## src/rtl/uart_frame_pkg.sv

```systemverilog
// Shared types and constants for the UART frame packer.
// The frame state enum, default framing bytes and the payload XOR helper live here.
package uart_frame_pkg;

    typedef enum logic [2:0] {
        ST_IDLE,
        ST_HEADER,
        ST_PAYLOAD,
        ST_CHECKSUM,
        ST_TRAILER
    } frame_state_e;

    localparam logic [7:0] DEFAULT_HEADER    = 8'hAA;
    localparam logic [7:0] DEFAULT_TRAILER   = 8'h55;
    localparam int         MAX_PAYLOAD_BYTES = 16;

    // XOR of the low nbytes bytes of data; nbytes is clipped to MAX_PAYLOAD_BYTES.
    function automatic logic [7:0] xor_reduce_bytes(
        input logic [8*MAX_PAYLOAD_BYTES-1:0] data,
        input int                             nbytes
    );
        logic [7:0] acc;
        acc = '0;
        for (int k = 0; k < MAX_PAYLOAD_BYTES; k++) begin
            if (k < nbytes) acc ^= data[8*k +: 8];
        end
        return acc;
    endfunction

endpackage

```

## src/rtl/uart_frame_tx.sv

```systemverilog
// Frame packer: captures one payload word and streams HEADER, payload bytes, [checksum], TRAILER
// to the byte-wide UART transmitter. Checksum byte enabled by defining UART_FRAME_CHECKSUM_EN.
module uart_frame_tx
    import uart_frame_pkg::*;
#(
    parameter int         PAYLOAD_BYTES = 2,
    parameter logic [7:0] HEADER        = DEFAULT_HEADER,
    parameter logic [7:0] TRAILER       = DEFAULT_TRAILER,
    parameter bit         MSB_FIRST     = 1'b1
) (
    input  logic                       clk,
    input  logic                       rst_n,
    input  logic [8*PAYLOAD_BYTES-1:0] payload,
    input  logic                       payload_valid,
    output logic                       payload_ready,
    output logic [7:0]                 tx_data,
    output logic                       tx_data_valid,
    input  logic                       tx_data_ack,
    input  logic [7:0]                 rx_data,
    input  logic                       rx_data_valid,
    output logic [7:0]                 rx_last,
    output logic [15:0]                frames_sent
);

    localparam int              PW       = 8 * PAYLOAD_BYTES;
    localparam int              IDX_W    = (PAYLOAD_BYTES > 1) ? $clog2(PAYLOAD_BYTES) : 1;
    localparam logic [IDX_W-1:0] LAST_IDX = IDX_W'(PAYLOAD_BYTES - 1);

    frame_state_e     state;
    logic [PW-1:0]    payload_q;
    logic [IDX_W-1:0] idx;
    logic             xfer;
`ifdef UART_FRAME_CHECKSUM_EN
    logic [7:0]       csum_q;
`endif

    // Byte k in wire order, honouring MSB_FIRST.
    function automatic logic [7:0] byte_at(input logic [PW-1:0] w, input logic [IDX_W-1:0] k);
        logic [IDX_W-1:0] sel;
        sel = MSB_FIRST ? (LAST_IDX - k) : k;
        return w[8*sel +: 8];
    endfunction

    assign payload_ready = (state == ST_IDLE);
    assign xfer          = tx_data_valid && tx_data_ack;

    always_ff @(posedge clk or negedge rst_n) begin
        if (!rst_n) begin
            state         <= ST_IDLE;
            payload_q     <= '0;
            idx           <= '0;
            tx_data       <= '0;
            tx_data_valid <= 1'b0;
            frames_sent   <= '0;
`ifdef UART_FRAME_CHECKSUM_EN
            csum_q        <= '0;
`endif
        end else begin
            case (state)
                ST_IDLE: begin
                    if (payload_valid) begin
                        payload_q     <= payload;
                        idx           <= '0;
`ifdef UART_FRAME_CHECKSUM_EN
                        csum_q        <= '0;
`endif
                        tx_data       <= HEADER;
                        tx_data_valid <= 1'b1;
                        state         <= ST_HEADER;
                    end
                end
                ST_HEADER: begin
                    if (xfer) begin
                        tx_data <= byte_at(payload_q, '0);
                        state   <= ST_PAYLOAD;
                    end
                end
                ST_PAYLOAD: begin
                    if (xfer) begin
`ifdef UART_FRAME_CHECKSUM_EN
                        csum_q <= csum_q ^ tx_data;
`endif
                        if (idx == LAST_IDX) begin
`ifdef UART_FRAME_CHECKSUM_EN
                            // Fold in the byte leaving now so the checksum is ready without a bubble.
                            tx_data <= csum_q ^ tx_data;
                            state   <= ST_CHECKSUM;
`else
                            tx_data <= TRAILER;
                            state   <= ST_TRAILER;
`endif
                        end else begin
                            idx     <= idx + 1'b1;
                            tx_data <= byte_at(payload_q, idx + 1'b1);
                        end
                    end
                end
`ifdef UART_FRAME_CHECKSUM_EN
                ST_CHECKSUM: begin
                    if (xfer) begin
                        tx_data <= TRAILER;
                        state   <= ST_TRAILER;
                    end
                end
`endif
                ST_TRAILER: begin
                    if (xfer) begin
                        tx_data       <= '0;
                        tx_data_valid <= 1'b0;
                        frames_sent   <= frames_sent + 16'd1;
                        state         <= ST_IDLE;
                    end
                end
                default: begin
                    tx_data_valid <= 1'b0;
                    state         <= ST_IDLE;
                end
            endcase
        end
    end

    always_ff @(posedge clk or negedge rst_n) begin
        if (!rst_n)             rx_last <= '0;
        else if (rx_data_valid) rx_last <= rx_data;
    end

endmodule

```

## config.mk

```make
export PLATFORM = sky130hd
export DESIGN_NAME = uart_frame_tx
export DESIGN_NICKNAME = d
export VERILOG_FILES = /design/src/rtl/uart_frame_pkg.sv /design/src/rtl/uart_frame_tx.sv
export SDC_FILE = /design/constraint.sdc
export NUM_CORES = 1
export LEC_CHECK = 0
export BUFFER_PORTS_ARGS = -buffer_cell sky130_fd_sc_hd__buf_4
export CORE_MARGIN = 2
export CORE_UTILIZATION = 30
export DETAILED_ROUTE_END_ITERATION = 7
export GPL_ROUTABILITY_DRIVEN = 0
export SLEW_MARGIN = 30
export SYNTH_ARGS = -nofsm -noshare
export SYNTH_HDL_FRONTEND = slang
export SYNTH_SLANG_ARGS = --single-unit
```

## constraint.sdc

```tcl
create_clock -name clk -period 1.7 [get_ports clk]
set_clock_uncertainty 0.1 [all_clocks]
set_input_delay 0.34 -clock clk [delete_from_list [all_inputs] [get_ports clk]]
set_output_delay 0.34 -clock clk [all_outputs]
set_load 0.02 [all_outputs]
```

==> results.sh, run 1 <==
export IMPL_run_status="finished with violations"
export IMPL_violations="negative setup slack"
export IMPL_synth_distinct_cells=31
export IMPL_worstSetupStartpointType="register"
export IMPL_finalCriticalPeriod_ns=1.76
export IMPL_clock_sinks=53
export IMPL_dp_hpwl_um=3630
export IMPL_fmax_mhz=567
export IMPL_synth_compound_area_share=0.0687
export IMPL_path_max_fanout=4
export IMPL_cellPowerDensity_nw_per_um2=1400
export IMPL_p_leak_nw=1.59
export IMPL_postRouteAntennaNets=0
export IMPL_synth_top_area_cell="dfrtp_1"
export IMPL_yosys_top_cells_area="dfrtp_1 56%, mux2_2 16%, xor2_1 3.0%, a21oi_1 2.7%, xnor2_1 2.6%"
export IMPL_clock_latency_ns=0.30
export IMPL_worst_pin_slew_ns=0.327
export IMPL_grt_ovfl_total=0
export IMPL_wl_um=4820
export IMPL_setup_tns_ns=-0.465
export IMPL_ys_top_cells_by_count="53 x dfrtp_1, 33 x mux2_2, 13 x a21oi_1"
export IMPL_die_y_um=92.9
export IMPL_grt_max_degree=35
export IMPL_endpoint_kind="register"
export IMPL_path_depth=6
export IMPL_antenna_found_initial=0
export IMPL_vias_per_cell=4.51
export IMPL_fin_ws_ns=-0.0645
export IMPL_synth_xor_xnor_area_share=0.0555
export IMPL_start_util=0.308
export IMPL_crit_family="flip-flops"
export IMPL_drc=0
export IMPL_syn2layout_area_growth_pct=41.7
export IMPL_ys_seq_area_frac=0.560
export IMPL_rows=32
export IMPL_drive_gt1_frac=0.500
export IMPL_critPathKind="reg2reg"
export IMPL_cts_tree="built"
export IMPL_combPwrFrac=0.422
export IMPL_via_count=1732
export IMPL_required_ns=1.80
export IMPL_synth_edf_count=0
export IMPL_filler_cell_count=777
export IMPL_synth_top_area_frac=0.560
export IMPL_cts_clk_slew_worst_paths_ns=0.09
export IMPL_dr_pass1_iters=4
export IMPL_dieArea_um2=8620
export IMPL_p_sw_w=0.00146
export IMPL_setup_viol_count_final=8
export IMPL_pwr_share_seq=0.389
export IMPL_cp_num_buf_inv=2
export IMPL_hold_depth=2
export IMPL_die_w_um=92.9
export IMPL_synth_seq_cells=53
export IMPL_seq_area_um2=1330
export IMPL_maxCapViolations=0
export IMPL_antenna_cells=0
export IMPL_synthMuxAreaShare=0.157
export IMPL_synth_most_common_cell="dfrtp_1"
export IMPL_portBuffers=62
export IMPL_syn_avg_cell_area_um2=12.3
export IMPL_slowest_delay_ns=0.41
export IMPL_peakVddDrop_v=0.000744
export IMPL_hold_violations=0
export IMPL_drv_slew=0
export IMPL_grt_pass1_vias=1757
export IMPL_p_sw_frac=0.312
export IMPL_final_nets=311
export IMPL_arrival_ns=1.86
export IMPL_clk_path_buf_depth=2
export IMPL_rsz0062_at_grt="yes"
export IMPL_cts_buffers=5
export IMPL_r2r_cells=6
export IMPL_root_buffer="clkbuf_8"
export IMPL_slew_headroom=0.776
export IMPL_synth_net_count=223
export IMPL_syn_area_um2=2370
export IMPL_ys_flop_type="dfrtp_1"
export IMPL_yosys_warnings=0
export IMPL_wl_per_cell_um=12.5
export IMPL_synth_adder_area_share=0.00528
export IMPL_pwr_share_clk=0.188
export IMPL_fin_crit_sh=1.04
export IMPL_grt_first_pass_wirelength_um=8260
export IMPL_grt_usage=0.121
export IMPL_core_um2=7690
export IMPL_hp_class="in2reg"
export IMPL_multi_input_area_um2=1050
export IMPL_drt_first_iter_violations=24
export IMPL_cp_cell_sequence="and2_4, buf_6, and2_4, a211oi_4, buf_6, mux2_4"
export IMPL_h_tree_depth=2
export IMPL_p_int_w=0.00324
export IMPL_syn_inst=193
export IMPL_ys_async_sr_fraction=1.00
export IMPL_slowest_stage="dfrtp_2"
export IMPL_power_w=0.00470
export IMPL_synth_top_family_by_area="multiplexers"
export IMPL_boundaryPins=63
export IMPL_synth_simple_area_share=0.134
## metal layers
layer / up-vias / GRT usage / share of wire
met5: - / 0 / 0
met4: 0 / 0.0404 / 0.012
met3: 5 / 0.0293 / 0.043
met2: 37 / 0.197 / 0.50
met1: 834 / 0.158 / 0.45
li1: 856 / - / -
## stage by stage
stage,hold WS [ns],instance area (um^2),setup slack [ns],cells,utilization
5_1_grt,0.120,3360,-0.140,384,0.437
6_report,0.134,3360,-0.0645,384,0.437
2_1_floorplan,-0.0556,2380,-0.125,193,-
3_5_place_dp,0.143,3120,-0.107,371,0.406
4_1_cts,0.120,3280,-0.0814,381,0.426
3_3_place_gp,0.140,3120,-0.0938,371,0.406
## kinds of logic (layout without fill, tap and decap cells)
family,after synthesis,count (layout)
fa+ha+maj,1,1
compound gates,26,26
xor+xnor,15,15
buf+inv,9,98
flops,53,53
simple gates,56,56
mux,33,33
## registers in the layout, summed over array words and instances (netlist names)
name / flops
payload_q: 16
tx_data: 8
frames_sent: 16
rx_last: 8
state: 3
idx: 1
tx_data_valid: 1
## layout by cell type (no fill, tap or decap), types with 4 or more instances in the layout
master,count
nand2b_1,4
o21ai_0,4
nand2_1,12
clkbuf_8,6
nor2b_1,7
nor2_1,8
buf_6,7
a21oi_1,13
xor2_1,8
xnor2_1,7
dfrtp_1,50
nand3_1,5
mux2_4,8
o22ai_1,4
buf_4,79
mux2_2,25
## final timing paths
check                                      from         endpoint  slack, ns
worst max-delay path              tx_data_valid       tx_data[6]      -0.06
min in group asynchronous                 rst_n     payload_q[8]       0.33
worst min-delay path                tx_data_ack    tx_data_valid       0.13
max in group asynchronous                 rst_n         state[0]       0.70
worst max register to register    tx_data_valid       tx_data[6]      -0.06
worst min register to register  frames_sent[15]  frames_sent[15]       0.38
## power groups by stage
stage	Sequential, W	Clock, W	Combinational [W]
after global placement	0.00186	0	0.00176
after detailed placement	0.00187	0	0.00179
after floorplan	0.00194	0	0.00102
final	0.00183	0.000885	0.00198
after global routing	0.00188	0.000988	0.00216
after CTS	0.00184	0.000935	0.00184
## what timing repair did
action | 4_1_cts | 5_1_grt
endpoints found under the hold margin | 19 | 0
endpoints found under the setup margin | 10 | 34
gates cloned | 0 | 0
hold buffers | 1 | 0
setup buffers | 3 | 3
resized for setup | 7 | 14
pin swaps | 3 | 4
## final cells by class
type,instances,area share
Sequential cell,53,0.396
Timing Repair Buffer,89,0.215
Tap cell,102,0.0380
Clock buffer,6,0.0246
Clock inverter,2,0.0112
Multi-Input combinational cell,131,0.314
Inverter,1,0.00112
## worst reg2reg max path, cell delays in order (launching register included)
cell      delay [ns]
dfrtp_2         0.41
and2_4          0.15
buf_6           0.11
and2_4          0.16
a211oi_4        0.27
buf_6           0.17
mux2_4          0.30
No activity file was read; power rests on OpenSTA's default activity.
==> run 2: changes to the inputs <==
--- a/config.mk
+++ b/config.mk
@@ -6,7 +6,7 @@
 export NUM_CORES = 1
 export LEC_CHECK = 0
 export BUFFER_PORTS_ARGS = -buffer_cell sky130_fd_sc_hd__buf_4
-export CORE_MARGIN = 2
+export CORE_MARGIN = 3
 export CORE_UTILIZATION = 30
 export DETAILED_ROUTE_END_ITERATION = 7
 export GPL_ROUTABILITY_DRIVEN = 0
==> constraint.sdc (replaced) <==
create_clock -name clk -period 1.7 [get_ports clk]
set_clock_uncertainty 0.1 [all_clocks]
set_input_delay 0.34 -clock clk [delete_from_list [all_inputs] [get_ports clk]]
set_output_delay 0.34 -clock clk [all_outputs]
set_load 0.05 [all_outputs]
==> results.sh, run 2 (synthesis results as in run 1) <==
export IMPL_required_ns=1.79
export IMPL_clock_sinks=53
export IMPL_drc=0
export IMPL_cellPowerDensity_nw_per_um2=1460
export IMPL_dr_pass1_iters=4
export IMPL_final_area_um2=3370
export IMPL_postRouteAntennaNets=0
export IMPL_rsz0062_at_grt="yes"
export IMPL_antenna_found_initial=0
export IMPL_grt_ovfl_total=0
export IMPL_dieArea_um2=9000
export IMPL_fin_util=0.453
export IMPL_place_ws_ns=-0.107
export IMPL_vias_per_cell=4.68
export IMPL_setup_viol_count_final=9
export IMPL_r2r_cells=5
export IMPL_crit_start="tx_data_valid"
export IMPL_clk_path_buf_depth=2
export IMPL_critPathKind="reg2reg"
export IMPL_portBuffers=62
export IMPL_maxCapViolations=0
export IMPL_via_count=1784
export IMPL_reg2reg_from="tx_data_valid"
export IMPL_endpoint_kind="register"
export IMPL_grt_max_degree=54
export IMPL_path_max_fanout=4
export IMPL_arrival_ns=1.84
export IMPL_wl_per_cell_um=13.6
export IMPL_layout_common_cells="78 x buf_4, 47 x dfrtp_1, 25 x mux2_2"
export IMPL_filler_cell_count=722
export IMPL_setup_tns_ns=-0.332
export IMPL_core_um2=7450
export IMPL_seq_area_um2=1330
export IMPL_clock_latency_ns=0.31
export IMPL_peakVddDrop_v=0.000978
export IMPL_antenna_cells=0
export IMPL_slew_headroom=0.764
export IMPL_place_area_um2=3100
export IMPL_wl_um=5170
export IMPL_start_util=0.318
export IMPL_p_leak_nw=1.60
export IMPL_final_nets=311
export IMPL_drt_first_iter_violations=36
export IMPL_worst_pin_slew_ns=0.345
export IMPL_reg_top3="frames_sent x16, payload_q x16"
export IMPL_fin_ws_ns=-0.0440
export IMPL_multi_input_area_um2=1070
export IMPL_hp_class="in2reg"
export IMPL_worstSetupStartpointType="register"
export IMPL_rows=31
export IMPL_cts_tree="built"
export IMPL_die_y_um=94.9
export IMPL_drive_gt1_frac=0.525
export IMPL_grt_pass1_vias=1770
export IMPL_finalCriticalPeriod_ns=1.74
export IMPL_root_buffer="clkbuf_8"
export IMPL_syn2layout_area_growth_pct=42.3
export IMPL_run_status="finished with violations"
export IMPL_grt_first_pass_wirelength_um=8330
export IMPL_hold_depth=2
export IMPL_fin_crit_sh=1.03
export IMPL_boundaryPins=63
export IMPL_worst_hold_slack_ns=0.124
export IMPL_cts_clk_slew_worst_paths_ns=0.10
export IMPL_die_w_um=94.9
export IMPL_drv_slew=0
export IMPL_h_tree_depth=2
export IMPL_grt_usage=0.119
export IMPL_hold_violations=0
export IMPL_fmax_mhz=573
export IMPL_cts_buffers=5
export IMPL_final_common_cell="buf_4"
export IMPL_dp_hpwl_um=3600
export IMPL_hp_start="tx_data_ack"
export IMPL_violations="negative setup slack"
-- run 2: worst paths after layout --
check                                       end  slack [ns]
worst max-delay path                 tx_data[0]       -0.04
worst min-delay path              tx_data_valid        0.12
worst max register to register       tx_data[0]       -0.04
worst min register to register  frames_sent[15]        0.37
max in group asynchronous        frames_sent[0]        0.80
min in group asynchronous         payload_q[12]        0.44
-- run 2: power breakdown --
group / leakage (nW) / switching (W) / total, W / internal (W)
sequential: 0.653 / 0.000265 / 0.00188 / 0.00162
combinational: 0.892 / 0.00113 / 0.00231 / 0.00118
clock: 0.0512 / 0.000419 / 0.000751 / 0.000331
total: 1.60 / 0.00181 / 0.00494 / 0.00312
-- run 2: per-layer routing --
metal  routed length, um  vias to the layer above  track usage
met5                   0                        -            0
met4                  59                        0       0.0397
met3                 256                        6       0.0271
met2                2560                       44        0.194
met1                2290                      882        0.154
li1                    -                      852            -
-- run 2: repair_timing --
action / 4_1_cts / 5_1_grt
setup endpoints to repair: 9 / 29
endpoints found under the hold margin: 53 / 0
hold buffers: 1 / 0
gates resized for setup: 17 / 7
pin swaps: 2 / 6
gates cloned: 0 / 1
buffers inserted: 6 / 2
-- run 2: per-stage QoR --
step	power [W]	instances
3_3_place_gp	0.00389	363
5_1_grt	0.00524	381
4_1_cts	0.00492	378
6_report	0.00494	381
3_5_place_dp	0.00393	363
2_1_floorplan	0.00327	193
-- run 2: critical path, cell delays in order, from the launching register on --
cell and delay, ns:
dfrtp_2 0.41, and2_4 0.15, and4bb_2 0.24, a211oi_4 0.28, buf_6 0.17, mux2_4 0.29
-- run 2: area by class of cell --
type | count | area share
Tap cell | 99 | 0.0367
Clock inverter | 2 | 0.00408
Multi-Input combinational cell | 131 | 0.318
Clock buffer | 6 | 0.0245
Timing Repair Buffer | 89 | 0.219
Inverter | 1 | 0.00111
Sequential cell | 53 | 0.396
==> run 3: changes to the inputs <==
--- a/config.mk
+++ b/config.mk
@@ -5,10 +5,10 @@
 export SDC_FILE = /design/constraint.sdc
 export NUM_CORES = 1
 export LEC_CHECK = 0
-export BUFFER_PORTS_ARGS = -buffer_cell sky130_fd_sc_hd__buf_4
 export CORE_MARGIN = 3
 export CORE_UTILIZATION = 30
 export DETAILED_ROUTE_END_ITERATION = 7
+export DONT_BUFFER_PORTS = 1
 export GPL_ROUTABILITY_DRIVEN = 0
 export SLEW_MARGIN = 30
 export SYNTH_ARGS = -nofsm -noshare
==> results.sh, run 3 (synthesis results as in run 1) <==
export IMPL_p_leak_nw=1.34
export IMPL_worst_pin_slew_ns=0.512
export IMPL_multi_input_area_um2=1070
export IMPL_antenna_cells=0
export IMPL_cts_tree="built"
export IMPL_h_tree_depth=2
export IMPL_die_w_um=94.9
export IMPL_critPathKind="reg2reg"
export IMPL_dr_pass1_iters=4
export IMPL_wl_um=4740
export IMPL_rsz0062_at_grt="yes"
export IMPL_hp_class="in2reg"
export IMPL_fin_crit_sh=1.02
export IMPL_grt_first_pass_wirelength_um=8070
export IMPL_power_w=0.00475
export IMPL_dieArea_um2=9000
export IMPL_dp_hpwl_um=3490
export IMPL_boundaryPins=63
export IMPL_layout_common_cells="47 x dfrtp_1, 30 x buf_4, 25 x mux2_2"
export IMPL_start_util=0.318
export IMPL_path_max_fanout=4
export IMPL_setup_viol_count_final=9
export IMPL_root_buffer="clkbuf_8"
export IMPL_place_ws_ns=-0.0486
export IMPL_grt_usage=0.115
export IMPL_via_count=1531
export IMPL_die_y_um=94.9
export IMPL_peakVddDrop_v=0.000817
export IMPL_rows=31
export IMPL_postRouteAntennaNets=0
export IMPL_antenna_found_initial=0
export IMPL_vias_per_cell=4.63
export IMPL_clock_sinks=53
export IMPL_grt_ovfl_total=0
export IMPL_cts_clk_slew_worst_paths_ns=0.09
export IMPL_syn2layout_area_growth_pct=26.3
export IMPL_grt_util_met3=0.0414
export IMPL_grt_pass1_vias=1628
export IMPL_drv_slew=0
export IMPL_clock_latency_ns=0.31
export IMPL_endpoint_kind="register"
export IMPL_cellPowerDensity_nw_per_um2=1590
export IMPL_worstSetupStartpointType="register"
export IMPL_grt_max_degree=54
export IMPL_filler_cell_count=740
export IMPL_drc=0
export IMPL_final_common_cell="dfrtp_1"
export IMPL_required_ns=1.80
export IMPL_hold_violations=0
export IMPL_grt_util_met2=0.177
export IMPL_setup_tns_ns=-0.230
export IMPL_finalCriticalPeriod_ns=1.73
export IMPL_cts_buffers=5
export IMPL_wl_per_cell_um=14.3
export IMPL_maxCapViolations=0
export IMPL_core_um2=7450
export IMPL_portBuffers=0
export IMPL_grt_busiest_layer="met2"
export IMPL_seq_area_um2=1330
export IMPL_arrival_ns=1.83
export IMPL_clk_path_buf_depth=2
export IMPL_slew_headroom=0.659
export IMPL_violations="negative setup slack"
export IMPL_final_nets=261
export IMPL_fin_util=0.402
export IMPL_fmax_mhz=578
export IMPL_drt_first_iter_violations=19
export IMPL_run_status="finished with violations"
export IMPL_drive_gt1_frac=0.405
export IMPL_use_met1=0.150
export IMPL_reg_top3="frames_sent x16, payload_q x16"
export IMPL_fin_ws_ns=-0.0313
==> run 3: cell types whose count changed in the layout (fill, tap and decap cells not counted), sizes merged <==
cell	before	now
clkinv	2	1
clkbuf	7	6
buf	87	38
bufinv	0	1
==> run 3: metrics by stage <==
step	instance area, um^2	hold WS [ns]	instances
floorplan	2400	-0.0556	193
global placement	2730	-0.0541	315
detailed placement	2730	-0.0541	315
CTS	2980	0.00880	330
global route	2990	0.00626	331
finish	2990	0.0241	331
==> run 3: worst max-delay path, stage by stage (launching register included) <==
cell and delay, ns:
dfrtp_2 0.41, and2_4 0.15, and4bb_2 0.24, a211oi_4 0.27, buf_6 0.16, mux2_4 0.29
==> run 3: final timing paths <==
| kind | endpoint | slack [ns] | from | cells past startpoint |
|---|---|---|---|---|
| worst max-delay path | tx_data[0] | -0.03 | tx_data_valid | 5 |
| worst min-delay path | tx_data_valid | 0.02 | tx_data_ack | 1 |
| worst max register to register | tx_data[0] | -0.03 | tx_data_valid | 5 |
| worst min register to register | payload_q[1] | 0.41 | payload_q[1] | 1 |
| max in group asynchronous | frames_sent[0] | 0.81 | rst_n | 2 |
| min in group asynchronous | payload_q[2] | 0.43 | rst_n | 2 |
==> run 3: area by class of cell <==
cell class,count,area share
multi-input cells,131,0.357
clock buffers,6,0.0243
well taps,99,0.0414
flip-flops and latches,53,0.446
clock inverters,2,0.0130
inverters,1,0.00126
repair buffers,39,0.117
==> run 3: timing repair <==
action | 4_1_cts | 5_1_grt
hold buffers | 2 | 0
resized for setup | 18 | 3
pin swaps | 2 | 4
endpoints found under the hold margin | 53 | 0
gates cloned | 0 | 0
setup buffers | 5 | 1
endpoints found under the setup margin | 9 | 27
==> run 3: per-layer routing <==
layer / share of wire / up-vias
met5: 0 / -
met4: 0.013 / 0
met3: 0.063 / 7
met2: 0.48 / 38
met1: 0.44 / 736
li1: - / 750
==> run 3: power breakdown <==
part	internal [W]	total [W]	switching (W)	leakage, nW
registers	0.00161	0.00218	0.000574	0.653
clock network	0.000442	0.000850	0.000407	0.0554
logic	0.000963	0.00171	0.000751	0.637
total	0.00301	0.00475	0.00173	1.34
